File: config.mk
export PLATFORM = sky130hd
export DESIGN_NAME = mem_access_stage_flat
export DESIGN_NICKNAME = d
export VERILOG_FILES = /design/src/rtl/mem_stage_pkg.sv /design/src/rtl/mem_access_stage_if.sv /design/src/rtl/mem_wb_register.sv /design/src/rtl/mem_access_stage.sv /design/src/flat_wrapper.sv
export SDC_FILE = /design/constraint.sdc
export NUM_CORES = 1
export LEC_CHECK = 0
export BUFFER_PORTS_ARGS = -buffer_cell sky130_fd_sc_hd__buf_4
export CAP_MARGIN = 20
export CORE_ASPECT_RATIO = 1.75
export CORE_MARGIN = 4
export CORE_UTILIZATION = 35
export DETAILED_ROUTE_END_ITERATION = 8
export PLACE_DENSITY = 0.63
export SETUP_SLACK_MARGIN = 0.5
export SLEW_MARGIN = 30
export SYNTH_ARGS = -nofsm -noshare
export SYNTH_HDL_FRONTEND = slang
export SYNTH_HIERARCHICAL = 1
export SYNTH_SLANG_ARGS = --single-unit
File: constraint.sdc
create_clock -name clk -period 2.5 [get_ports clk]
set_clock_uncertainty 0.15 [all_clocks]
set_input_delay 0.125 -clock clk [delete_from_list [all_inputs] [get_ports clk]]
set_output_delay 0.125 -clock clk [all_outputs]
set_load 0.005 [all_outputs]
File: src/rtl/mem_stage_pkg.sv
// rtl/mem_stage_pkg.sv - shared widths, FSM states and MEM/WB record for the memory access stage
package mem_stage_pkg;

    localparam int ADDR_W = 16;
    localparam int DATA_W = 24;
    localparam int REG_W  = 4;

    typedef enum logic [1:0] {
        ST_IDLE  = 2'd0,
        ST_WAIT  = 2'd1,
        ST_ABORT = 2'd2
    } state_t;

    // Payload carried from MEM into WB; validity travels beside it.
    typedef struct packed {
        logic [ADDR_W-1:0] alu_out;
        logic [REG_W-1:0]  wa3;
        logic              pc_src;
        logic              reg_write;
        logic              mem_to_reg;
        logic [DATA_W-1:0] read_data;
    } wb_t;

endpackage

File: src/rtl/mem_access_stage_if.sv
// rtl/mem_access_stage_if.sv - data-memory request/acknowledge bus
// master: stage side (drives mem_req/mem_we/mem_addr/mem_wdata, receives mem_rdata/mem_ack)
// slave : memory side (the reverse directions)
interface mem_access_stage_if;
    import mem_stage_pkg::*;

    logic              mem_req;
    logic              mem_we;
    logic [ADDR_W-1:0] mem_addr;
    logic [DATA_W-1:0] mem_wdata;
    logic [DATA_W-1:0] mem_rdata;
    logic              mem_ack;

    modport master (
        output mem_req, mem_we, mem_addr, mem_wdata,
        input  mem_rdata, mem_ack
    );

    modport slave (
        input  mem_req, mem_we, mem_addr, mem_wdata,
        output mem_rdata, mem_ack
    );

endinterface

File: src/rtl/mem_wb_register.sv
// rtl/mem_wb_register.sv - MEM/WB pipeline register
// Ports: clk, rst_n (async active-low), load (payload enable), valid_d (valid, loaded every edge),
//        d (payload in), valid / q (registered outputs).
module mem_wb_register
    import mem_stage_pkg::*;
(
    input  logic clk,
    input  logic rst_n,
    input  logic load,
    input  logic valid_d,
    input  wb_t  d,
    output logic valid,
    output wb_t  q
);

    // Valid follows the stage every cycle so bubbles are inserted; the payload
    // only changes when a real entry retires, leaving stale fields untouched.
    always_ff @(posedge clk or negedge rst_n) begin
        if (!rst_n) begin
            valid <= 1'b0;
            q     <= '0;
        end else begin
            valid <= valid_d;
            if (load) begin
                q <= d;
            end
        end
    end

endmodule

File: src/rtl/mem_access_stage.sv
// rtl/mem_access_stage.sv - pipeline MEM stage with stalling data-memory access and timeout abort
// Ports: clk, rst_n (async active-low); MEM inputs validM, A, WD, WA3M, PCSrcM, regWriteM,
//        memWriteM, memToRegM; mem (memory bus, master); stallM; WB outputs validW, readDataW,
//        aluOutW, WA3W, PCSrcW, regWriteW, memToRegW; memErr (sticky timeout flag).
module mem_access_stage
    import mem_stage_pkg::*;
#(
    parameter int TIMEOUT = 15
) (
    input  logic                clk,
    input  logic                rst_n,
    input  logic                validM,
    input  logic [ADDR_W-1:0]   A,
    input  logic [DATA_W-1:0]   WD,
    input  logic [REG_W-1:0]    WA3M,
    input  logic                PCSrcM,
    input  logic                regWriteM,
    input  logic                memWriteM,
    input  logic                memToRegM,
    mem_access_stage_if.master  mem,
    output logic                stallM,
    output logic                validW,
    output logic [DATA_W-1:0]   readDataW,
    output logic [ADDR_W-1:0]   aluOutW,
    output logic [REG_W-1:0]    WA3W,
    output logic                PCSrcW,
    output logic                regWriteW,
    output logic                memToRegW,
    output logic                memErr
);

    localparam logic [3:0] LAST_WAIT = 4'(TIMEOUT - 1);

    state_t           state;
    logic [3:0]       wait_cnt;
    logic [REG_W-1:0] lat_wa3;
    logic             lat_pc_src;
    logic             lat_reg_write;
    logic             lat_mem_to_reg;

    logic mem_op;
    logic wb_load;
    logic wb_valid_d;
    wb_t  wb_d;
    wb_t  wb_q;

    assign mem_op = validM && (memWriteM || memToRegM);

    // Gated by rst_n so a held upstream memory op cannot assert stall during reset.
    assign stallM = rst_n && (((state == ST_IDLE) && mem_op) ||
                              ((state == ST_WAIT) && !mem.mem_ack));

    always_comb begin
        wb_load    = 1'b0;
        wb_valid_d = 1'b0;
        wb_d       = '0;
        case (state)
            ST_IDLE: begin
                if (validM && !mem_op) begin
                    wb_load    = 1'b1;
                    wb_valid_d = 1'b1;
                    wb_d       = '{alu_out: A, wa3: WA3M, pc_src: PCSrcM,
                                   reg_write: regWriteM, mem_to_reg: memToRegM,
                                   read_data: '0};
                end
            end
            ST_WAIT: begin
                // The address register doubles as the latched ALU result.
                if (mem.mem_ack) begin
                    wb_load    = 1'b1;
                    wb_valid_d = 1'b1;
                    wb_d       = '{alu_out: mem.mem_addr, wa3: lat_wa3, pc_src: lat_pc_src,
                                   reg_write: lat_reg_write, mem_to_reg: lat_mem_to_reg,
                                   read_data: lat_mem_to_reg ? mem.mem_rdata : '0};
                end
            end
            default: ;
        endcase
    end

    always_ff @(posedge clk or negedge rst_n) begin
        if (!rst_n) begin
            state          <= ST_IDLE;
            wait_cnt       <= '0;
            mem.mem_req    <= 1'b0;
            mem.mem_we     <= 1'b0;
            mem.mem_addr   <= '0;
            mem.mem_wdata  <= '0;
            lat_wa3        <= '0;
            lat_pc_src     <= 1'b0;
            lat_reg_write  <= 1'b0;
            lat_mem_to_reg <= 1'b0;
            memErr         <= 1'b0;
        end else begin
            case (state)
                ST_IDLE: begin
                    if (mem_op) begin
                        mem.mem_req    <= 1'b1;
                        mem.mem_we     <= memWriteM;
                        mem.mem_addr   <= A;
                        mem.mem_wdata  <= WD;
                        lat_wa3        <= WA3M;
                        lat_pc_src     <= PCSrcM;
                        lat_reg_write  <= regWriteM;
                        lat_mem_to_reg <= memToRegM;
                        wait_cnt       <= '0;
                        state          <= ST_WAIT;
                    end
                end
                ST_WAIT: begin
                    // An ack on the final allowed cycle wins over the timeout.
                    if (mem.mem_ack) begin
                        mem.mem_req <= 1'b0;
                        state       <= ST_IDLE;
                    end else if (wait_cnt == LAST_WAIT) begin
                        mem.mem_req <= 1'b0;
                        memErr      <= 1'b1;
                        state       <= ST_ABORT;
                    end else begin
                        wait_cnt <= wait_cnt + 4'd1;
                    end
                end
                default: begin
                    state <= ST_IDLE;
                end
            endcase
        end
    end

    mem_wb_register u_mem_wb (
        .clk     (clk),
        .rst_n   (rst_n),
        .load    (wb_load),
        .valid_d (wb_valid_d),
        .d       (wb_d),
        .valid   (validW),
        .q       (wb_q)
    );

    assign aluOutW   = wb_q.alu_out;
    assign WA3W      = wb_q.wa3;
    assign PCSrcW    = wb_q.pc_src;
    assign regWriteW = wb_q.reg_write;
    assign memToRegW = wb_q.mem_to_reg;
    assign readDataW = wb_q.read_data;

endmodule

File: src/flat_wrapper.sv
// flat-port wrapper written by rule: the top's interface ports become plain ports
module mem_access_stage_flat import mem_stage_pkg::*;
#(
    parameter int TIMEOUT = 15
)
  (clk, rst_n, validM, A, WD, WA3M, PCSrcM, regWriteM, memWriteM, memToRegM, stallM, validW, readDataW, aluOutW, WA3W, PCSrcW, regWriteW, memToRegW, memErr, mem_mem_req, mem_mem_we, mem_mem_addr, mem_mem_wdata, mem_mem_rdata, mem_mem_ack);
  mem_access_stage_if mem_i ();
  input  logic clk;
  input  logic rst_n;
  input  logic validM;
  input  logic [ADDR_W-1:0] A;
  input  logic [DATA_W-1:0] WD;
  input  logic [REG_W-1:0] WA3M;
  input  logic PCSrcM;
  input  logic regWriteM;
  input  logic memWriteM;
  input  logic memToRegM;
  output logic stallM;
  output logic validW;
  output logic [DATA_W-1:0] readDataW;
  output logic [ADDR_W-1:0] aluOutW;
  output logic [REG_W-1:0] WA3W;
  output logic PCSrcW;
  output logic regWriteW;
  output logic memToRegW;
  output logic memErr;
  output wire logic [$bits(mem_i.mem_req)-1:0] mem_mem_req;
  output wire logic [$bits(mem_i.mem_we)-1:0] mem_mem_we;
  output wire logic [$bits(mem_i.mem_addr)-1:0] mem_mem_addr;
  output wire logic [$bits(mem_i.mem_wdata)-1:0] mem_mem_wdata;
  input wire logic [$bits(mem_i.mem_rdata)-1:0] mem_mem_rdata;
  input wire logic [$bits(mem_i.mem_ack)-1:0] mem_mem_ack;
  assign mem_mem_req = mem_i.mem_req;
  assign mem_mem_we = mem_i.mem_we;
  assign mem_mem_addr = mem_i.mem_addr;
  assign mem_mem_wdata = mem_i.mem_wdata;
  assign mem_i.mem_rdata = mem_mem_rdata;
  assign mem_i.mem_ack = mem_mem_ack;
  mem_access_stage #(.TIMEOUT(TIMEOUT)) u_core (.clk(clk), .rst_n(rst_n), .validM(validM), .A(A), .WD(WD), .WA3M(WA3M), .PCSrcM(PCSrcM), .regWriteM(regWriteM), .memWriteM(memWriteM), .memToRegM(memToRegM), .mem(mem_i), .stallM(stallM), .validW(validW), .readDataW(readDataW), .aluOutW(aluOutW), .WA3W(WA3W), .PCSrcW(PCSrcW), .regWriteW(regWriteW), .memToRegW(memToRegW), .memErr(memErr));
endmodule
Yosys cells after proc, flatten, opt, wreduce, memory -nomap -nowiden
Cells that the tools add are included.
Word-level totals
  register bits: 104
  latch bits: 0
  memory bits (writable): 0
  ROM bits: 0
  input port bits: 76
  output and inout port bits: 92
  memories kept: 0
Operators by class
  add/subtract/negate cells: 1
  multiply operators: 0
  div/mod/pow operators: 0
  order comparisons: 0
  eq/ne operators: 6
  shift operators: 0
  muxes and demuxes: 19
  bitwise operators: 1
  reduce and logical (&&, ||, !) cells: 16
Operators by type and width (count)
  $mux W47: 2
  $pmux W47 S2: 1
  $mux W24: 1
  $mux W4: 3
  $pmux W4 S2: 1
  $mux W2: 3
  $reduce_and A3 Y1: 2
  $logic_and A1 B1 Y1: 5
  $mux W1: 5
  $add A4 B1 Y4 const B: 1
  $eq A4 B4 Y1 const B: 1
  $ne A2 B2 Y1 const B: 2
  $pmux W1 S2: 2
  $pmux W2 S2: 1
  $reduce_and A2 Y1: 2
  $reduce_and A4 Y1: 1
  $ne A3 B3 Y1 const B: 1
  $eq A2 B1 Y1 const B: 1
  $logic_not A1 Y1: 2
  $logic_not A2 Y1: 1
  $logic_or A1 B1 Y1: 2
  $ne A2 B1 Y1 const B: 1
  $reduce_bool A2 Y1: 1
  $not A1 Y1: 1

Longest topological paths before layout
  depth after elaboration: 6
  mapped depth: 7
  depth with buffers taken out: 5

Modules after synthesis
Netlist, hierarchy kept.
By module, submodules not included
  mem_access_stage: instances 1, cells each 196, area each 2605.0 sq um
  mem_wb_register: instances 1, cells each 100, area each 1893.1 sq um

Worst setup path after synthesis
OpenSTA, ideal clock, no wires.
  path type: flip-flop to flip-flop
  from: register u_core.state[0]
  to: register u_core/u_mem_wb/q[0] in the netlist's numbering
  data arrival time: 1.715 ns
  data required time: 2.225 ns
  setup slack: 0.510 ns
  cell stages (with the launch flop): 7
  buffers on the path: 2
  clock period less this slack: 1.990 ns
  cells stage by stage: dfrtp_1 or3b_4 nor3_4 or2_2 buf_6 buf_6 mux2_4
Between the ends
  word-level cells in the longest chain between the ends: 2
  elaborated cells on any way between the ends: 4
  classes of those cells: 1 x eq/ne; 2 x mux; 1 x reduce/logical
Ends and longest elaborated chain
  start, declared: line mem_access_stage.sv:34  | state_t state;
  start signal, assigned: line mem_access_stage.sv:83  | state <= ST_IDLE;
  start signal, assigned: line mem_access_stage.sv:107  | state <= ST_WAIT;
  start signal, assigned: line mem_access_stage.sv:114  | state <= ST_IDLE;
  $eq A2 B1 Y1 or $logic_not A2 Y1 (tied branches): line mem_access_stage.sv:57  | case (state)
  $pmux W1 S2 *: line mem_access_stage.sv:57
  named net u_core.wb_load: line mem_access_stage.sv:42  | logic wb_load;
  end signal, assigned: line mem_wb_register.sv:21  | q <= '0;
  end signal, assigned: line mem_wb_register.sv:25  | q <= d;
  end, declared: line mem_wb_register.sv:13  | output wb_t q
Mark *: on every way through the listed nets, which the timed path passes. The rest lies on a longest branch.
A chain may end at the register's enable or synchronous reset.

Worst setup path after layout
  from: register u_core.state[0]
  to: register u_core/u_mem_wb/q[1] in the netlist's numbering
Same word-level chain as after synthesis.

==> summary.md <==
| Metric | Value |
|---|---|
| CTS tree | built |
| Filler Cells Inserted | 1028 |
| Die Height | 158 um |
| Hold Path Class | input pin to flip-flop |
| Share of cells above drive strength 1 | 53.6% |
| Hold Path Cell Cnt | 4 |
| Clk buf depth | 2 |
| PwrDens | 728 nW/um2 |
| Max-slew headroom | 50.4% |
| Fin. Hold Viols | 0 |
| Crit share post-route | 79.4% |
| Syn Area/Cell | 15.2 um2 |
| Drt total wl | 12300 um |
| Routed Antenna Nets | 0 |
| Count leader, synth | dfrtp_1 |
| FF-to-FF setup slack | 0.51 ns |
| Via count | 3323 |
| Cell taking the most area after synthesis | dfrtp_1 |
| Post-Syn Instances | 296 |
| Clock H-tree levels | 3 |
| Crit path max-delay family | simple AND/OR/NAND/NOR gates |
| Slowest cell on crit path | or3b_4 |
| Buf/Inv on CP | 1 |
| Die area | 14800 um2 |
| Worst skew pair latency | 0.34 ns |
| Worst EP required | 2.58 ns |
| Seq/Total Area, Yosys | 57.9% |
| Max Cap Viol | 0 |
| Global-route usage over all layers | 16.4% |
| Crit path launch type | flip-flop |
| Synth area leaders | dfrtp_1 (58%), mux2_2 (16%), mux2_4 (10%) |
| Total CTS buffers | 9 |
| Critical path class | flip-flop to flip-flop |
| Yosys warnings | 6 |
| First-pass DRT Iterations | 4 |
| Synth Register Bits | 104 |
| Metal3 WL | 534 um |
| Max reg flops | 47 |
| Top sig layer | met4 |
| WL met2 | 6720 um |
| Root Driver | clkbuf_16 |
| Drt wl/cell | 17.2 um |
| Initial antenna violation count | 0 |
| Worst IR Drop VDD | 0.343 mV |
| Synthesized area | 4500 um2 |
| Final nets | 621 |
| First-pass GRT wire length | 18700 um |
| Netlist cell types | 30 |
| Worst-path clk slew | 0.07 ns |
| Total core area | 12500 um2 |
| Max Clk Rate | 0.504 GHz |
| Post-synth top flop | dfrtp_1 |
| FF-to-FF End | u_core/u_mem_wb/q[1]$_DFFE_PN0P_ |
| PortBufs | 167 |
| R2r startpoint | u_core/state[0]$_DFFE_PN0P_ |
| GP Congestion | 0.778 |
| Count of final setup violators | 0 |
| Hold path start | mem_mem_ack |
| Number of remaining DRC errors | 0 |
| Worst hold endpoint | u_core/wait_cnt[0]$_DFFE_PN0P_ |
| Asr flop ratio synth | 100% |
| Starting DRT DRC Count | 86 |
| Number of global-route vias before repair | 3623 |
| CTS Sinks | 104 |
| Fin. max-slew vios | 0 |
| Reg with most FFs | u_core/u_mem_wb/q |
| Outcome | finished clean |
| Post-synth EDFFs | 0 |
| Total negative slack | 0 ns |
| Fin Hold WS | 0.0110 ns |
| Unrepaired setup endpoints after global routing | true |
| Largest regs | u_core/u_mem_wb/q x47, u_core/mem.mem_wdata x24, u_core/mem.mem_addr x16 |
| Pin count of the biggest net entering global routing | 86 |
| CP Cell Sequence | or3b_4, nor3_4, or2_4, clkbuf_16, mux2_4 |
| Minimum clock period | 1.99 ns |
| Die width | 93.7 um |
| Max incr delay on CP | 0.44 ns |
| Syn Nets | 374 |
| CP arrival | 2.06 ns |
| FF-to-FF path depth | 5 |
| CP Capture Type | flip-flop |
| Initial Utilization | 36.0% |
| Layout Area Growth over Synthesis | 57.9% |
| Avg Vias per Cell | 4.64 |
| Top cell type's share of synthesized area | 57.9% |
| CP max FO | 13 |
| Synth cell count leaders | dfrtp_1 (104), mux2_2 (65), mux2_4 (30) |
| GRT Residual Overflow | 0 |
| Post-DP HPWL | 8080 um |
| Ant diodes | 0 |
| I/O pin cnt | 168 |
| Slew of the pin with the lowest slew margin | 0.744 ns |
| Row count | 54 |
| Met1 wire length | 4660 um |
| Levels on crit path | 5 |
| P_leak | 3.45 nW |
[repair_timing]
action / in CTS / in global routing
pin swaps: 2 / 0
hold endpoints to repair: 197 / 0
gates cloned: 2 / 1
endpoints found under the setup margin: 42 / 53
resized for setup: 1 / 1
buffers inserted: 3 / 0
hold buffers: 73 / 0
[layout by cell type (no fill, tap or decap), drive strengths merged, types with 3 or more instances in the layout]
master	n
a22o	22
mux2	95
inv	4
dlygate4sd3	73
and2	25
nand3	4
dfrtp	104
nor2	3
buf	177
clkbuf	13
[how the worst max path moves through the flow]
| stage | endpoint | slack, ns | startpoint |
|---|---|---|---|
| after floorplan | u_core/u_mem_wb/q[0]$_DFFE_PN0P_ | 0.51 | u_core/state[0]$_DFFE_PN0P_ |
| after global placement | u_core/u_mem_wb/q[46]$_DFFE_PN0P_ | 0.36 | u_core/state[0]$_DFFE_PN0P_ |
| after detailed placement | u_core/u_mem_wb/q[34]$_DFFE_PN0P_ | 0.32 | u_core/state[0]$_DFFE_PN0P_ |
| after CTS | u_core/u_mem_wb/q[24]$_DFFE_PN0P_ | 0.49 | u_core/state[0]$_DFFE_PN0P_ |
| after global routing | u_core/u_mem_wb/q[3]$_DFFE_PN0P_ | 0.45 | u_core/state[0]$_DFFE_PN0P_ |
| final | u_core/u_mem_wb/q[1]$_DFFE_PN0P_ | 0.51 | u_core/state[0]$_DFFE_PN0P_ |
[through the flow]
stage                     instance area [um2]  worst slack (ns)  std cells  total power, mW  utilization (%)
after floorplan                          4500             0.510        296             2.81                -
after global placement                   5930             0.356        621             3.50             47.4
after detailed placement                 5930             0.319        621             3.55             47.4
after CTS                                7070             0.489        715             5.23             56.6
after global routing                     7100             0.452        716             5.43             56.8
final                                    7100             0.515        716             5.17             56.8
[layout make-up]
cell class	instances	area (um2)	area share (%)
Timing Repair Buffer	253	2200	31.0
Clock buffer	12	246	3.47
Multi-Input combinational cell	171	1750	24.6
Sequential cell	104	2600	36.7
Clock inverter	4	77.6	1.09
Inverter	4	15.0	0.211
Tap cell	168	210	2.96
[report_power, final]
part / internal (mW) / switching (mW) / leakage, nW
Sequential: 2.02 / 0.205 / 1.32
Clock: 0.910 / 0.607 / 0.157
Combinational: 0.928 / 0.502 / 1.97
[per-layer routing]
| layer | vias up | GRT usage, % |
|---|---|---|
| met2 | 95 | 30.1 |
| li1 | 1550 | - |
| met1 | 1658 | 18.2 |
| met5 | - | 0 |
| met4 | 0 | 7.02 |
| met3 | 20 | 3.04 |
[cells by family after synthesis]
family	Yosys count	synth area share (%)
simple gates	43	6.29
flops	104	57.9
mux	95	26.3
fa+ha+maj	2	0.556
compound gates	31	5.62
buf+inv	21	3.39
[tightest hold or removal path, cell delays in order]
cell and delay (ns):
buf_4 0.11, nor3b_1 0.07, nand3_1 0.07, o21ai_0 0.07
No activity file was read; power rests on OpenSTA's default activity.
